==> src/rtl/seg7_pkg.sv <==
// -----------------------------------------------------------------------------
// seg7_pkg
// Shared constants and types for the 4-digit seven-segment scan controller.
//   NUM_DIGITS       : number of multiplexed digits
//   SEG_0..SEG_9     : segment patterns, active-high, bit order gfedcba (bit 6 = g)
//   SEG_BLANK        : all segments off
//   state_t          : scan controller state (IDLE, SCAN)
// -----------------------------------------------------------------------------
package seg7_pkg;

    localparam int NUM_DIGITS = 4;

    localparam logic [6:0] SEG_0     = 7'b0111111;
    localparam logic [6:0] SEG_1     = 7'b0000110;
    localparam logic [6:0] SEG_2     = 7'b1011011;
    localparam logic [6:0] SEG_3     = 7'b1001111;
    localparam logic [6:0] SEG_4     = 7'b1100110;
    localparam logic [6:0] SEG_5     = 7'b1101101;
    localparam logic [6:0] SEG_6     = 7'b1111101;
    localparam logic [6:0] SEG_7     = 7'b0000111;
    localparam logic [6:0] SEG_8     = 7'b1111111;
    localparam logic [6:0] SEG_9     = 7'b1101111;
    localparam logic [6:0] SEG_BLANK = 7'b0000000;

    typedef enum logic [0:0] {
        IDLE = 1'b0,
        SCAN = 1'b1
    } state_t;

endpackage

==> src/rtl/seg7_bcd_decode.sv <==
// -----------------------------------------------------------------------------
// seg7_bcd_decode
// Purely combinational BCD to seven-segment decoder. Non-BCD codes (10-15)
// produce a blank digit.
// Ports:
//   bcd  [3:0] in  : BCD digit value
//   seg  [6:0] out : active-high segments gfedcba
// -----------------------------------------------------------------------------
module seg7_bcd_decode
    import seg7_pkg::*;
(
    input  logic [3:0] bcd,
    output logic [6:0] seg
);

    always_comb begin
        seg = SEG_BLANK;
        case (bcd)
            4'd0:    seg = SEG_0;
            4'd1:    seg = SEG_1;
            4'd2:    seg = SEG_2;
            4'd3:    seg = SEG_3;
            4'd4:    seg = SEG_4;
            4'd5:    seg = SEG_5;
            4'd6:    seg = SEG_6;
            4'd7:    seg = SEG_7;
            4'd8:    seg = SEG_8;
            4'd9:    seg = SEG_9;
            default: seg = SEG_BLANK;
        endcase
    end

endmodule

==> src/rtl/seg7_scan_controller.sv <==
// -----------------------------------------------------------------------------
// seg7_scan_controller
// Time-multiplexed driver for a 4-digit common-anode/cathode seven-segment
// display. Holds four BCD digit registers, scans them with a programmable
// dwell time and emits a pulse once per completed frame.
//
// Optional feature: define SEG7_LEADING_ZERO_BLANK_EN to blank leading zeros
// on digits 3..1 (digit 0 is always shown).
//
// Parameters:
//   DIV_W   : prescaler width
//   DIV_MAX : dwell cycles per digit minus one (must fit in DIV_W bits)
// Ports:
//   clk_in          in  : clock, rising edge
//   rst_in          in  : asynchronous active-high reset
//   enable          in  : scan enable
//   wr_en           in  : digit register write strobe
//   wr_addr   [1:0] in  : digit index to write (0 = least significant)
//   wr_data   [3:0] in  : BCD value to write
//   dig_sel   [3:0] out : active-low one-hot digit enable, bit i = digit i
//   seg       [6:0] out : active-high segments gfedcba
//   frame_done      out : one-cycle pulse when digit 0 reappears after digit 3
// -----------------------------------------------------------------------------
module seg7_scan_controller
    import seg7_pkg::*;
#(
    parameter int DIV_W   = 16,
    parameter int DIV_MAX = 49999
) (
    input  logic       clk_in,
    input  logic       rst_in,
    input  logic       enable,
    input  logic       wr_en,
    input  logic [1:0] wr_addr,
    input  logic [3:0] wr_data,
    output logic [3:0] dig_sel,
    output logic [6:0] seg,
    output logic       frame_done
);

    localparam logic [DIV_W-1:0] DIV_MAX_W = DIV_W'(DIV_MAX);

    // ------------------------------------------------------------------
    // Digit registers (writable in any state)
    // ------------------------------------------------------------------
    logic [NUM_DIGITS-1:0][3:0] digit_vals;

    generate
        for (genvar gi = 0; gi < NUM_DIGITS; gi++) begin : g_digit
            logic [3:0] val_reg;

            always_ff @(posedge clk_in or posedge rst_in) begin
                if (rst_in) begin
                    val_reg <= 4'd0;
                end else if (wr_en && (wr_addr == 2'(gi))) begin
                    val_reg <= wr_data;
                end
            end

            assign digit_vals[gi] = val_reg;
        end
    endgenerate

    // ------------------------------------------------------------------
    // Leading-zero blanking mask: a digit is blanked only when it and every
    // more significant digit are zero. Digit 0 is never blanked.
    // ------------------------------------------------------------------
    logic [NUM_DIGITS-1:0] blank_mask;

`ifdef SEG7_LEADING_ZERO_BLANK_EN
    assign blank_mask[3] = (digit_vals[3] == 4'd0);
    assign blank_mask[2] = blank_mask[3] && (digit_vals[2] == 4'd0);
    assign blank_mask[1] = blank_mask[2] && (digit_vals[1] == 4'd0);
    assign blank_mask[0] = 1'b0;
`else
    assign blank_mask = '0;
`endif

    // ------------------------------------------------------------------
    // Scan state
    // ------------------------------------------------------------------
    state_t           state_reg, state_next;
    logic [DIV_W-1:0] presc_reg, presc_next;
    logic [1:0]       idx_reg,   idx_next;
    // Set for the single cycle after the index wraps 3 -> 0; the output
    // stage turns it into frame_done together with the digit-0 output.
    logic             wrap_reg,  wrap_next;

    always_comb begin
        state_next = state_reg;
        presc_next = presc_reg;
        idx_next   = idx_reg;
        wrap_next  = 1'b0;

        if (!enable) begin
            // Leaving (or staying in) IDLE discards any partial dwell.
            state_next = IDLE;
            presc_next = '0;
            idx_next   = 2'd0;
        end else if (state_reg == IDLE) begin
            state_next = SCAN;
            presc_next = '0;
            idx_next   = 2'd0;
        end else if (presc_reg == DIV_MAX_W) begin
            presc_next = '0;
            idx_next   = idx_reg + 2'd1;
            wrap_next  = (idx_reg == 2'd3);
        end else begin
            presc_next = presc_reg + 1'b1;
        end
    end

    // ------------------------------------------------------------------
    // Output path: one decoder, fed from the currently selected digit.
    // ------------------------------------------------------------------
    logic [6:0] decoded_seg;
    logic [6:0] shown_seg;

    seg7_bcd_decode u_decode (
        .bcd (digit_vals[idx_reg]),
        .seg (decoded_seg)
    );

    assign shown_seg = blank_mask[idx_reg] ? SEG_BLANK : decoded_seg;

    logic [3:0] dig_sel_reg, dig_sel_next;
    logic [6:0] seg_reg,     seg_next;
    logic       frame_reg,   frame_next;

    // Outputs follow the state/index of the previous cycle, so IDLE values
    // appear one cycle after the state register itself returns to IDLE.
    always_comb begin
        dig_sel_next = 4'b1111;
        seg_next     = SEG_BLANK;
        frame_next   = 1'b0;
        if (state_reg == SCAN) begin
            dig_sel_next = ~(4'b0001 << idx_reg);
            seg_next     = shown_seg;
            frame_next   = wrap_reg;
        end
    end

    always_ff @(posedge clk_in or posedge rst_in) begin
        if (rst_in) begin
            state_reg   <= IDLE;
            presc_reg   <= '0;
            idx_reg     <= 2'd0;
            wrap_reg    <= 1'b0;
            dig_sel_reg <= 4'b1111;
            seg_reg     <= SEG_BLANK;
            frame_reg   <= 1'b0;
        end else begin
            state_reg   <= state_next;
            presc_reg   <= presc_next;
            idx_reg     <= idx_next;
            wrap_reg    <= wrap_next;
            dig_sel_reg <= dig_sel_next;
            seg_reg     <= seg_next;
            frame_reg   <= frame_next;
        end
    end

    assign dig_sel    = dig_sel_reg;
    assign seg        = seg_reg;
    assign frame_done = frame_reg;

endmodule
==> config.mk <==
export PLATFORM = sky130hd
export DESIGN_NAME = seg7_scan_controller
export DESIGN_NICKNAME = d
export VERILOG_FILES = /design/src/rtl/seg7_pkg.sv /design/src/rtl/seg7_bcd_decode.sv /design/src/rtl/seg7_scan_controller.sv
export SDC_FILE = /design/constraint.sdc
export NUM_CORES = 1
export LEC_CHECK = 0
export ABC_CLOCK_PERIOD_IN_PS = 5100
export CAP_MARGIN = 0
export CORE_UTILIZATION = 55
export CTS_BUF_LIST = sky130_fd_sc_hd__clkbuf_16
export CTS_CLUSTER_DIAMETER = 80
export DETAILED_ROUTE_END_ITERATION = 6
export PLACE_DENSITY = 0.86
export SETUP_SLACK_MARGIN = 0.02
export SYNTH_ARGS = -nofsm -noshare
export SYNTH_HDL_FRONTEND = slang
export SYNTH_HIERARCHICAL = 1
export SYNTH_SLANG_ARGS = --single-unit
==> constraint.sdc <==
create_clock -name clk_in -period 5.1 [get_ports clk_in]
set_clock_uncertainty 0.05 [all_clocks]
set_input_delay 1.02 -clock clk_in [delete_from_list [all_inputs] [get_ports clk_in]]
set_output_delay 1.02 -clock clk_in [all_outputs]
set_load 0.01 [all_outputs]
# == After elaboration in Yosys (flattened, before gate mapping) ==
# Memories as Yosys holds them, arrays and structs flattened.
# Index checks and enable logic that the tools add are counted.
# classes
add_sub_neg,2
n_lt_le_gt_ge,1
n_eq_ne,6
shifts,1
muxes,18
bitwise,1
n_reduce_logical,5
# op_table
op,count
16-bit 2-to-1 mux,3
16-bit by 1-bit adder with 16-bit output (second input constant),1
16-bit == test (second input constant),1
7-bit 2-to-1 mux,2
4-bit binary-select mux with 2-bit select,1
4-bit 2-to-1 mux,2
2-bit == test (second input constant),3
1-bit 2-to-1 mux,6
2-bit 2-to-1 mux,3
1-bit logical AND,4
4-bit NOT,1
1-bit by 2-bit << shifter with 4-bit output (first input constant),1
2-bit by 3-bit < comparator with 1-bit output (second input constant),1
3-bit by 2-bit != test with 1-bit output (second input constant),1
2-bit by 1-bit adder with 2-bit output (second input constant),1
1-bit binary-select mux with 2-bit select,1
2-bit by 1-bit == test with 1-bit output (second input constant),1
2-bit zero test,1
# word_totals
regBits,48
mem_bits_ro,112
input_bits,10
out_inout_bits,12
wordCells,46
n_memories,1
# mem_list
memory,words,width,rd,rd_ports_with_merged_regs,write_ports,line,rtl
(no name shown),16,7,1,0,0,seg7_bcd_decode.sv:18,case (bcd)

# == Logic depth before layout (Yosys ltp) ==
# Gate-level depths: netlist (run 1).
# An unclocked memory read counts as a cell.
# depth
ltp_word,5
depth_mapped,8
depth_no_buf,7

# == Hierarchy ==
# Netlist (run 1), hierarchy kept.
# by_module_without_submodules
module,n_inst,cells_per_inst,area_each_um2,seq_area_each_um2
seg7_scan_controller,1,166,2075.7,1206.2
seg7_bcd_decode,1,28,220.2,0.0

# == Worst setup path before layout (run 1) ==
# Ideal clock, no wire load.
# synth_timing
path_type,flip-flop to flip-flop
from,reg idx_reg[0]
to,"reg seg_reg[0], in the netlist seg[0]"
setup_time_ps,119
t_arrival_ps,1928
t_required_ps,4931
path_slack_ps,3003
path_stages_with_launch,9
n_path_buf,1
synth_period_minus_slack_ps,2097
cell_sequence,dfrtp_1 clkbuf_1 mux4_2 inv_1 ha_1 nor2_1 a21oi_1 o22ai_1 and2_1
# synth_via
elab_chain_len,5
elab_cells_between_ends,7
cone_classes,6 x mux; 1 x memory
# synth_rtl
item,line,rtl
start: declaration,seg7_scan_controller.sv:84,"logic [1:0] idx_reg, idx_next;"
start signal: assignment,seg7_scan_controller.sv:155,idx_reg <= idx_next;
4-bit binary-select mux with 2-bit select,seg7_scan_controller.sv:120,".bcd (digit_vals[idx_reg]),"
4-bit 2-to-1 mux (not written as such),seg7_scan_controller.sv:120,
memory read 16 x 7 bit,n/a,
net decoded_seg[0],seg7_scan_controller.sv:116,logic [6:0] decoded_seg;
7-bit 2-to-1 mux,seg7_scan_controller.sv:124,assign shown_seg = blank_mask[idx_reg] ? SEG_BLANK : decoded_seg;
7-bit 2-to-1 mux,seg7_scan_controller.sv:136,if (state_reg == SCAN) begin
net seg_next[0],seg7_scan_controller.sv:127,"logic [6:0] seg_reg, seg_next;"
end signal: assignment,seg7_scan_controller.sv:158,seg_reg <= seg_next;
end: declaration,seg7_scan_controller.sv:127,
# The timed path passes the listed nets, and every way through them passes these cells. The select of a mux whose other input is x is not followed.
# A chain may end at the register's enable or synchronous reset.

# == Worst setup path after layout (run 1) ==
# layout_timing
from,in wr_en
to,reg g_digit[0].val_reg[0]
# layout_via
elab_chain_len,1
# layout_rtl
item,line,rtl
start: declaration,seg7_scan_controller.sv:33,"input logic wr_en,"
1-bit logical AND,seg7_scan_controller.sv:55,end else if (wr_en && (wr_addr == 2'(gi))) begin
end signal: assignment,seg7_scan_controller.sv:56,val_reg <= wr_data;
end: declaration,seg7_scan_controller.sv:50,logic [3:0] val_reg;
# Every way passes these cells.

==> results of run 1 <==
==> area by class of cell <==
class / count / area share
well taps: 50 / 0.0232
clock inverters: 3 / 0.0139
multi-input cells: 128 / 0.373
flip-flops and latches: 48 / 0.447
clock buffers: 5 / 0.0464
repair buffers: 21 / 0.0780
inverters: 13 / 0.0181
==> metal layers <==
layer	track usage	up-vias
met4	0.0745	0
met5	0	-
met1	0.273	737
met2	0.322	30
met3	0.0462	2
li1	-	715
==> through the flow <==
stage                      util  worst slack, ps
final                     0.674             2690
after global routing      0.674             2650
after CTS                 0.674             2690
after detailed placement  0.633             2490
after global placement    0.633             2500
after floorplan               -             2890
==> cells in the mapped netlist (all sizes together) (3+ instances only) <==
cell,number
and2,8
buf,3
dfrtp,44
dfstp,4
ha,11
inv,13
mux2,16
mux4,4
nand2,9
nand3,8
nand4,3
nor2,21
nor4,4
o21ai,3
o22ai,5
xnor2,13
==> worst reg2reg max path, stage by stage, from the launching register on <==
cell and delay [ps]:
dfrtp_1 580, mux4_2 660, inv_1 180, ha_1 190, nor2_1 60, a21oi_1 190
o22ai_1 90, and2_1 160
==> kinds of logic after synthesis <==
logic type / count (synthesis) / share of synthesized area
flip-flops: 48 / 0.525
AND/OR/NAND/NOR: 67 / 0.159
multiplexers: 22 / 0.126
adder cells (fa/ha/maj): 11 / 0.0599
XOR/XNOR: 14 / 0.0534
buffers and inverters: 18 / 0.0365
AO/OA/AOI/OAI: 14 / 0.0392
==> final timing paths <==
kind	from	to	slack, ps
hold reg to reg	presc_reg[0]	presc_reg[0]	430
hold / removal	presc_reg[0]	presc_reg[0]	430
setup reg to reg	idx_reg[0]	seg[0]	2840
setup / recovery	wr_en	g_digit[0].val_reg[0]	2690
max in group asynchronous	rst_in	presc_reg[5]	3180
min in group asynchronous	rst_in	g_digit[0].val_reg[1]	1230
==> power groups by stage <==
| stage | clock, mW | sequential [mW] | combinational, mW |
|---|---|---|---|
| after floorplan | 0 | 0.441 | 0.101 |
| after global placement | 0 | 0.438 | 0.140 |
| after CTS | 0.362 | 0.434 | 0.149 |
| final | 0.358 | 0.434 | 0.149 |
| after detailed placement | 0 | 0.440 | 0.146 |
| after global routing | 0.377 | 0.438 | 0.164 |
==> results.toml, run 1 <==
[outcome]
status = "complete, no violations"

[drt]
ant_nets = 0
drtPass1Iterations = 4
wirelength_mm = 4.02
dr_wl_met3_um = 112
wl_met2_mm = 1.96
vias_per_cell = 5.54
drtIter0Drc = 86
drc_errors = 0
drt-met1-wl_mm = 1.91
wl_per_cell_um = 15.0
top_layer = "met4"
vias = 1484

[finish]
multi_input_area_sq_um = 1010
fill_cells = 290
area_growth_syn_to_layout_pct = 17.4
fin_cells = 268
layout-drive-gt1-share = 0.170
most-common-layout-cells = "44 x dfrtp_1, 21 x nor2_1, 21 x clkdlybuf4s50_1, 16 x mux2_2, 14 x inv_1"
layout_commonest_cell = "dfrtp_1"
regArea_sq_um = 1210
postLayoutCellArea_sq_um = 2700
n_antenna_cell = 0
nets = 238

[cts]
insertion_delay_ps = 280
cts_resized = 0
post_cts_buffers = 0
cts_buffers = 5
hold_buffers = 0
cts_root_buf = "clkbuf_16"
clk_path_buf_depth = 2
clkSlewWorstSetupHoldPaths_ps = 60
cts_max_level = 2
cts_tree = "yes"
cts.sinks = 48

[logic_synthesis]
synth_area_leaders = "dfrtp_1 48%, mux2_2 7.8%, ha_1 6.0%"
syn_inst = 194
synth_top_cell_area_share = 0.480
synth-edff-count = 0
yosysWarnings = 6
synth_area_sq_um = 2300
synth_top_area_cell = "dfrtp_1"
synthFlopType = "dfrtp_1"
yosysUniqueCellTypes = 37
synth-seq-cells = 48
ys_seq_area_frac = 0.525
avgSynthCellArea_sq_um = 11.8
synthesis.nets = 215
async_reset_ff_frac = 1.00

[timing]
slew_viol_final = 0
tightest_slew_ps = 958
setup_viol = 0
slew_headroom = 0.360
period_share = 0.472
hold_viol_final = 0
post-route-min-period_ps = 2410
setup_tns_ps = 0
fmax_mhz = 415
hold_ws_ps = 427
grt_setup_unrepaired = "no"

[power_and_ir_drop]
power_leakage_nw = 1.13
p_sw_frac = 0.230
comb_power_share = 0.158
total_power_uw = 941
share_seq_of_total_power = 0.461
switching_power_uw = 216
irDropWorstVdd_mv = 0.239
p_clk_frac = 0.380
p_int_uw = 724
power.density_nw_per_um2 = 349

[placement]
place_inst = 260
place_congestion = 0.838
portBuffers = 21
hpwl_mm = 2.56
placedInstanceArea_sq_um = 2530

[setup_path]
startpoint_type = "input pin"
end_kind = "flip-flop"
path_buf_inv = 1
max_stage_delay_ps = 570
critPathTopFamily = "simple AND/OR/NAND/NOR gates"
crit_slowest_cell = "nor3b_1"
crit_fanout = 4
crit_chain = "clkdlybuf4s50_1, nor3b_1, mux2_2"
arrival_ps = 2520
worst_r2r_path_depth = 7
cp.depth = 3
required_ps = 5210
critical_path_class = "input pin to flip-flop"

[global_routing]
grt_start_max_net_pins = 49
grt_pass1_wl_mm = 6.65
grt_pass1_vias = 1446
grt_overflow = 0
antenna_found_initial = 0
grt_util_all_layers = 0.204

[die]
die_area_sq_um = 4440
chipWidth_um = 66.6
io_pins = 22
die-height_um = 66.6
initial_core_util = 0.574
core_area_sq_um = 4000
rows = 23

[hold_path]
holdPathStages = 1
hold_path_class = "flip-flop to flip-flop"

[flow_run]
cap_violations = 0
(Power assumes the default switching activity.)
==> run 2, diff against run 1 <==
- ABC_CLOCK_PERIOD_IN_PS: 5100 -> 2300
- clock period: 5.1 -> 2.3 ns (I/O delays scaled with it)
==> results.toml, run 2 (synthesis results as in run 1) <==
[outcome]
status = "complete, no violations"

[power_and_ir_drop]
comb_power_share = 0.170
p_clk_frac = 0.343
power.density_nw_per_um2 = 725
p_int_mw = 1.50
share_seq_of_total_power = 0.487
switching_power_uw = 475
irDropWorstVdd_mv = 0.403
power_leakage_nw = 1.14
p_sw_frac = 0.241

[cts]
clk_path_buf_depth = 2
insertion_delay_ps = 290
cts.sinks = 48
post_cts_buffers = 0
cts_max_level = 2
cts_tree = "yes"
hold_buffers = 0
cts_buffers = 5
clkSlewWorstSetupHoldPaths_ps = 60
cts_root_buf = "clkbuf_16"
cts_resized = 0

[finish]
n_antenna_cell = 0
most-common-layout-cells = "44 x dfrtp_1, 21 x nor2_1, 21 x clkdlybuf4s50_1, 16 x mux2_2"
layout_commonest_cell = "dfrtp_1"
fin_cells = 273
layout-drive-gt1-share = 0.184
nets = 243
area_growth_syn_to_layout_pct = 18.5

[global_routing]
grt_start_max_net_pins = 28
grt_pass1_vias = 1417
grt_util_all_layers = 0.208
grt_overflow = 0
grt_pass1_wl_mm = 6.67
antenna_found_initial = 0

[timing]
post-route-min-period_ps = 2000
grt_setup_unrepaired = "no"
slew_viol_final = 0
setup_viol = 0
setup_tns_ps = 0
hold_ws_ps = 427
fmax_mhz = 500
slew_headroom = 0.616
tightest_slew_ps = 576
period_share = 0.869
hold_viol_final = 0

[drt]
top_layer = "met4"
drtPass1Iterations = 4
drtIter0Drc = 80
wl_per_cell_um = 14.5
dr_wl_met3_um = 110
wl_met2_mm = 1.98
drc_errors = 0
vias_per_cell = 5.39
vias = 1472
drt-met1-wl_mm = 1.78
ant_nets = 0
wirelength_mm = 3.95

[setup_path]
required_ps = 2420
arrival_ps = 2120
crit_fanout = 7
critical_path_class = "flip-flop to flip-flop"
end_kind = "flip-flop"
startpoint_type = "flip-flop"

[die]
initial_core_util = 0.574
die_area_sq_um = 4440
chipWidth_um = 66.6
core_area_sq_um = 4000
rows = 23
io_pins = 22
die-height_um = 66.6

[flow_run]
cap_violations = 0

[placement]
hpwl_mm = 2.80
place_congestion = 0.799
portBuffers = 21
place_inst = 265

[hold_path]
hold_path_class = "flip-flop to flip-flop"
run 2: cell types whose count changed in the layout (fill, tap and decap cells not counted):
| cell | before | now |
|---|---|---|
| clkinv_1 | 0 | 2 |
| bufinv_16 | 1 | 0 |
| buf_4 | 0 | 4 |
| buf_12 | 0 | 1 |
| inv_1 | 14 | 13 |
run 2: metal layers:
| layer | GRT usage | up-vias |
|---|---|---|
| li1 | - | 719 |
| met1 | 0.268 | 719 |
| met2 | 0.337 | 28 |
| met3 | 0.0462 | 6 |
| met4 | 0.0878 | 0 |
| met5 | 0 | - |
run 2: power by group through the flow:
stage | combinational [mW] | sequential, mW | clock [mW]
after floorplan | 0.224 | 0.977 | 0
after CTS | 0.337 | 0.961 | 0.693
final | 0.335 | 0.961 | 0.677
after global placement | 0.320 | 0.972 | 0
after detailed placement | 0.334 | 0.976 | 0
after global routing | 0.371 | 0.970 | 0.729
run 2: worst max-delay path, cell delays in order (launching register included):
cell     delay [ps]
dfrtp_1         410
mux4_2          610
inv_1           170
ha_1            180
nor2_1           50
a21oi_1         170
o22ai_1          90
and2_1          150
run 2: path summary, 6_finish.rpt:
path                                     end  cells after the start       start  slack [ps]
worst min-delay path              frame_done                      1    wrap_reg         430
min in group asynchronous       presc_reg[1]                      2      rst_in         500
worst min register to register    frame_done                      1    wrap_reg         430
max in group asynchronous             seg[0]                      3      rst_in        1190
worst max-delay path                  seg[0]                      7  idx_reg[0]         300
worst max register to register        seg[0]                      7  idx_reg[0]         300
run 2: area by class of cell:
cell class,count,area [sq um]
clock buffer,5,125
clock inverter,3,11.3
fill,309,1280
inverter,13,48.8
multi-input combinational,128,1010
sequential,48,1210
tap,50,62.6
timing repair buffer,26,260
run 2: per-stage QoR:
step | utilization | power (mW) | instance area (sq um) | setup WS, ps
after floorplan | - | 1.20 | 2300 | 203
after global placement | 0.646 | 1.29 | 2580 | 406
after detailed placement | 0.646 | 1.31 | 2580 | 314
after CTS | 0.680 | 1.99 | 2720 | 300
after global routing | 0.680 | 2.07 | 2720 | 180
final | 0.680 | 1.97 | 2720 | 300
==> run 3, diff against run 2 <==
--- a/config.mk
+++ b/config.mk
@@ -12,4 +12,5 @@
 export CTS_CLUSTER_DIAMETER = 80
 export DETAILED_ROUTE_END_ITERATION = 6
+export HOLD_SLACK_MARGIN = 0.12
 export PLACE_DENSITY = 0.86
 export SETUP_SLACK_MARGIN = 0.02
--- a/constraint.sdc
+++ b/constraint.sdc
@@ -3,3 +3,3 @@
 set_input_delay 0.46 -clock clk_in [delete_from_list [all_inputs] [get_ports clk_in]]
 set_output_delay 0.46 -clock clk_in [all_outputs]
-set_load 0.01 [all_outputs]
+set_load 0.1 [all_outputs]
==> results.toml, run 3 (synthesis results as in run 1) <==
[outcome]
status = "complete, no violations"

[die]
die-height_um = 66.6
io_pins = 22
die_area_sq_um = 4440
core_area_sq_um = 4000
chipWidth_um = 66.6
rows = 23
initial_core_util = 0.574

[timing]
setup_viol = 0
slew_headroom = 0.672
period_share = 0.865
setup_tns_ps = 0
tightest_slew_ps = 488
fin_ws_ps = 312
slew_viol_final = 0
hold_viol_final = 0
fmax_mhz = 503
grt_setup_unrepaired = "no"
post-route-min-period_ps = 1990

[finish]
area_growth_syn_to_layout_pct = 18.1
most-common-layout-cells = "44 x dfrtp_1, 21 x nor2_1, 18 x buf_4, 16 x mux2_2, 13 x xnor2_1"
n_antenna_cell = 0
multi_input_area_sq_um = 1010
final_core_util = 0.678
fill_cells = 288
regArea_sq_um = 1210
layout-drive-gt1-share = 0.246
layout_commonest_cell = "dfrtp_1"
nets = 244

[power_and_ir_drop]
p_int_mw = 1.60
p_sw_frac = 0.292
irDropWorstVdd_mv = 0.451
power_leakage_nw = 1.16
share_seq_of_total_power = 0.427
switching_power_uw = 660
power.density_nw_per_um2 = 834
comb_power_share = 0.218
p_clk_frac = 0.356

[drt]
wirelength_mm = 4.38
wl_per_cell_um = 16.0
ant_nets = 0
drc_errors = 0
vias_per_cell = 5.62
vias = 1539
drtPass1Iterations = 4
drtIter0Drc = 89

[cts]
clk_path_buf_depth = 2
cts.sinks = 48
cts_resized = 0
cts_tree = "yes"
clkSlewWorstSetupHoldPaths_ps = 60
insertion_delay_ps = 280
hold_buffers = 0
cts_buffers = 5
cts_root_buf = "clkbuf_16"
post_cts_buffers = 0
cts_max_level = 2

[setup_path]
reg2reg_setup_slack_ps = 310
crit_fanout = 7
arrival_ps = 2110
startpoint_type = "flip-flop"
required_ps = 2420
end_kind = "flip-flop"
critical_path_class = "flip-flop to flip-flop"

[placement]
dp_slack_ps = 332
place_congestion = 0.796
hpwl_mm = 2.95
portBuffers = 21

[flow_run]
cap_violations = 0

[global_routing]
grt_start_max_net_pins = 22
grt_pass1_wl_mm = 7.28
grt_util_all_layers = 0.226
grt_overflow = 0
grt_pass1_vias = 1540
antenna_found_initial = 0

[hold_path]
hold_path_class = "input pin to asynchronous set/reset pin"
-- run 3: metal layers --
| layer | wire [um] | share of wire | vias to the layer above | track usage |
|---|---|---|---|---|
| met5 | 0 | 0 | - | 0 |
| met2 | 2200 | 0.50 | 37 | 0.379 |
| met1 | 1930 | 0.44 | 774 | 0.281 |
| met3 | 171 | 0.039 | 9 | 0.0479 |
| met4 | 82 | 0.019 | 0 | 0.0904 |
| li1 | - | - | 719 | - |
-- run 3: metrics by stage --
stage	total power, mW	hold slack, ps	instance area, sq um	std cells
2_1_floorplan	1.37	384	2300	194
3_3_place_gp	1.45	387	2550	266
3_5_place_dp	1.47	400	2550	266
4_1_cts	2.28	391	2710	274
5_1_grt	2.36	431	2710	274
6_report	2.26	383	2710	274
-- run 3: critical path, cell delays in order, from the launching register on --
cell	delay, ps
dfrtp_1	400
mux4_2	600
inv_1	170
ha_1	170
nor2_1	40
a21oi_1	170
o22ai_1	100
and2_1	170
-- run 3: layout make-up --
type	count	share of cell area
multi-input cells	128	0.371
flip-flops and latches	48	0.445
repair buffers	27	0.0831
well taps	50	0.0231
clock inverters	3	0.0138
inverters	13	0.0180
clock buffers	5	0.0461
-- run 3: power by group through the flow --
| stage | registers [mW] | logic [mW] | clock network [mW] |
|---|---|---|---|
| after floorplan | 1.14 | 0.224 | 0 |
| after global placement | 0.973 | 0.478 | 0 |
| after detailed placement | 0.978 | 0.492 | 0 |
| after CTS | 0.965 | 0.495 | 0.815 |
| after global routing | 0.975 | 0.528 | 0.855 |
| final | 0.965 | 0.492 | 0.804 |
-- run 3: final timing paths --
| path | startpoint | end | depth (start not counted) |
|---|---|---|---|
| worst max-delay path | idx_reg[0] | seg[0] | 7 |
| worst min-delay path | rst_in | presc_reg[1] | 2 |
| worst max register to register | idx_reg[0] | seg[0] | 7 |
| worst min register to register | wrap_reg | frame_done | 1 |
| max in group asynchronous | rst_in | idx_reg[1] | 3 |
| min in group clk_in | wrap_reg | frame_done | 1 |
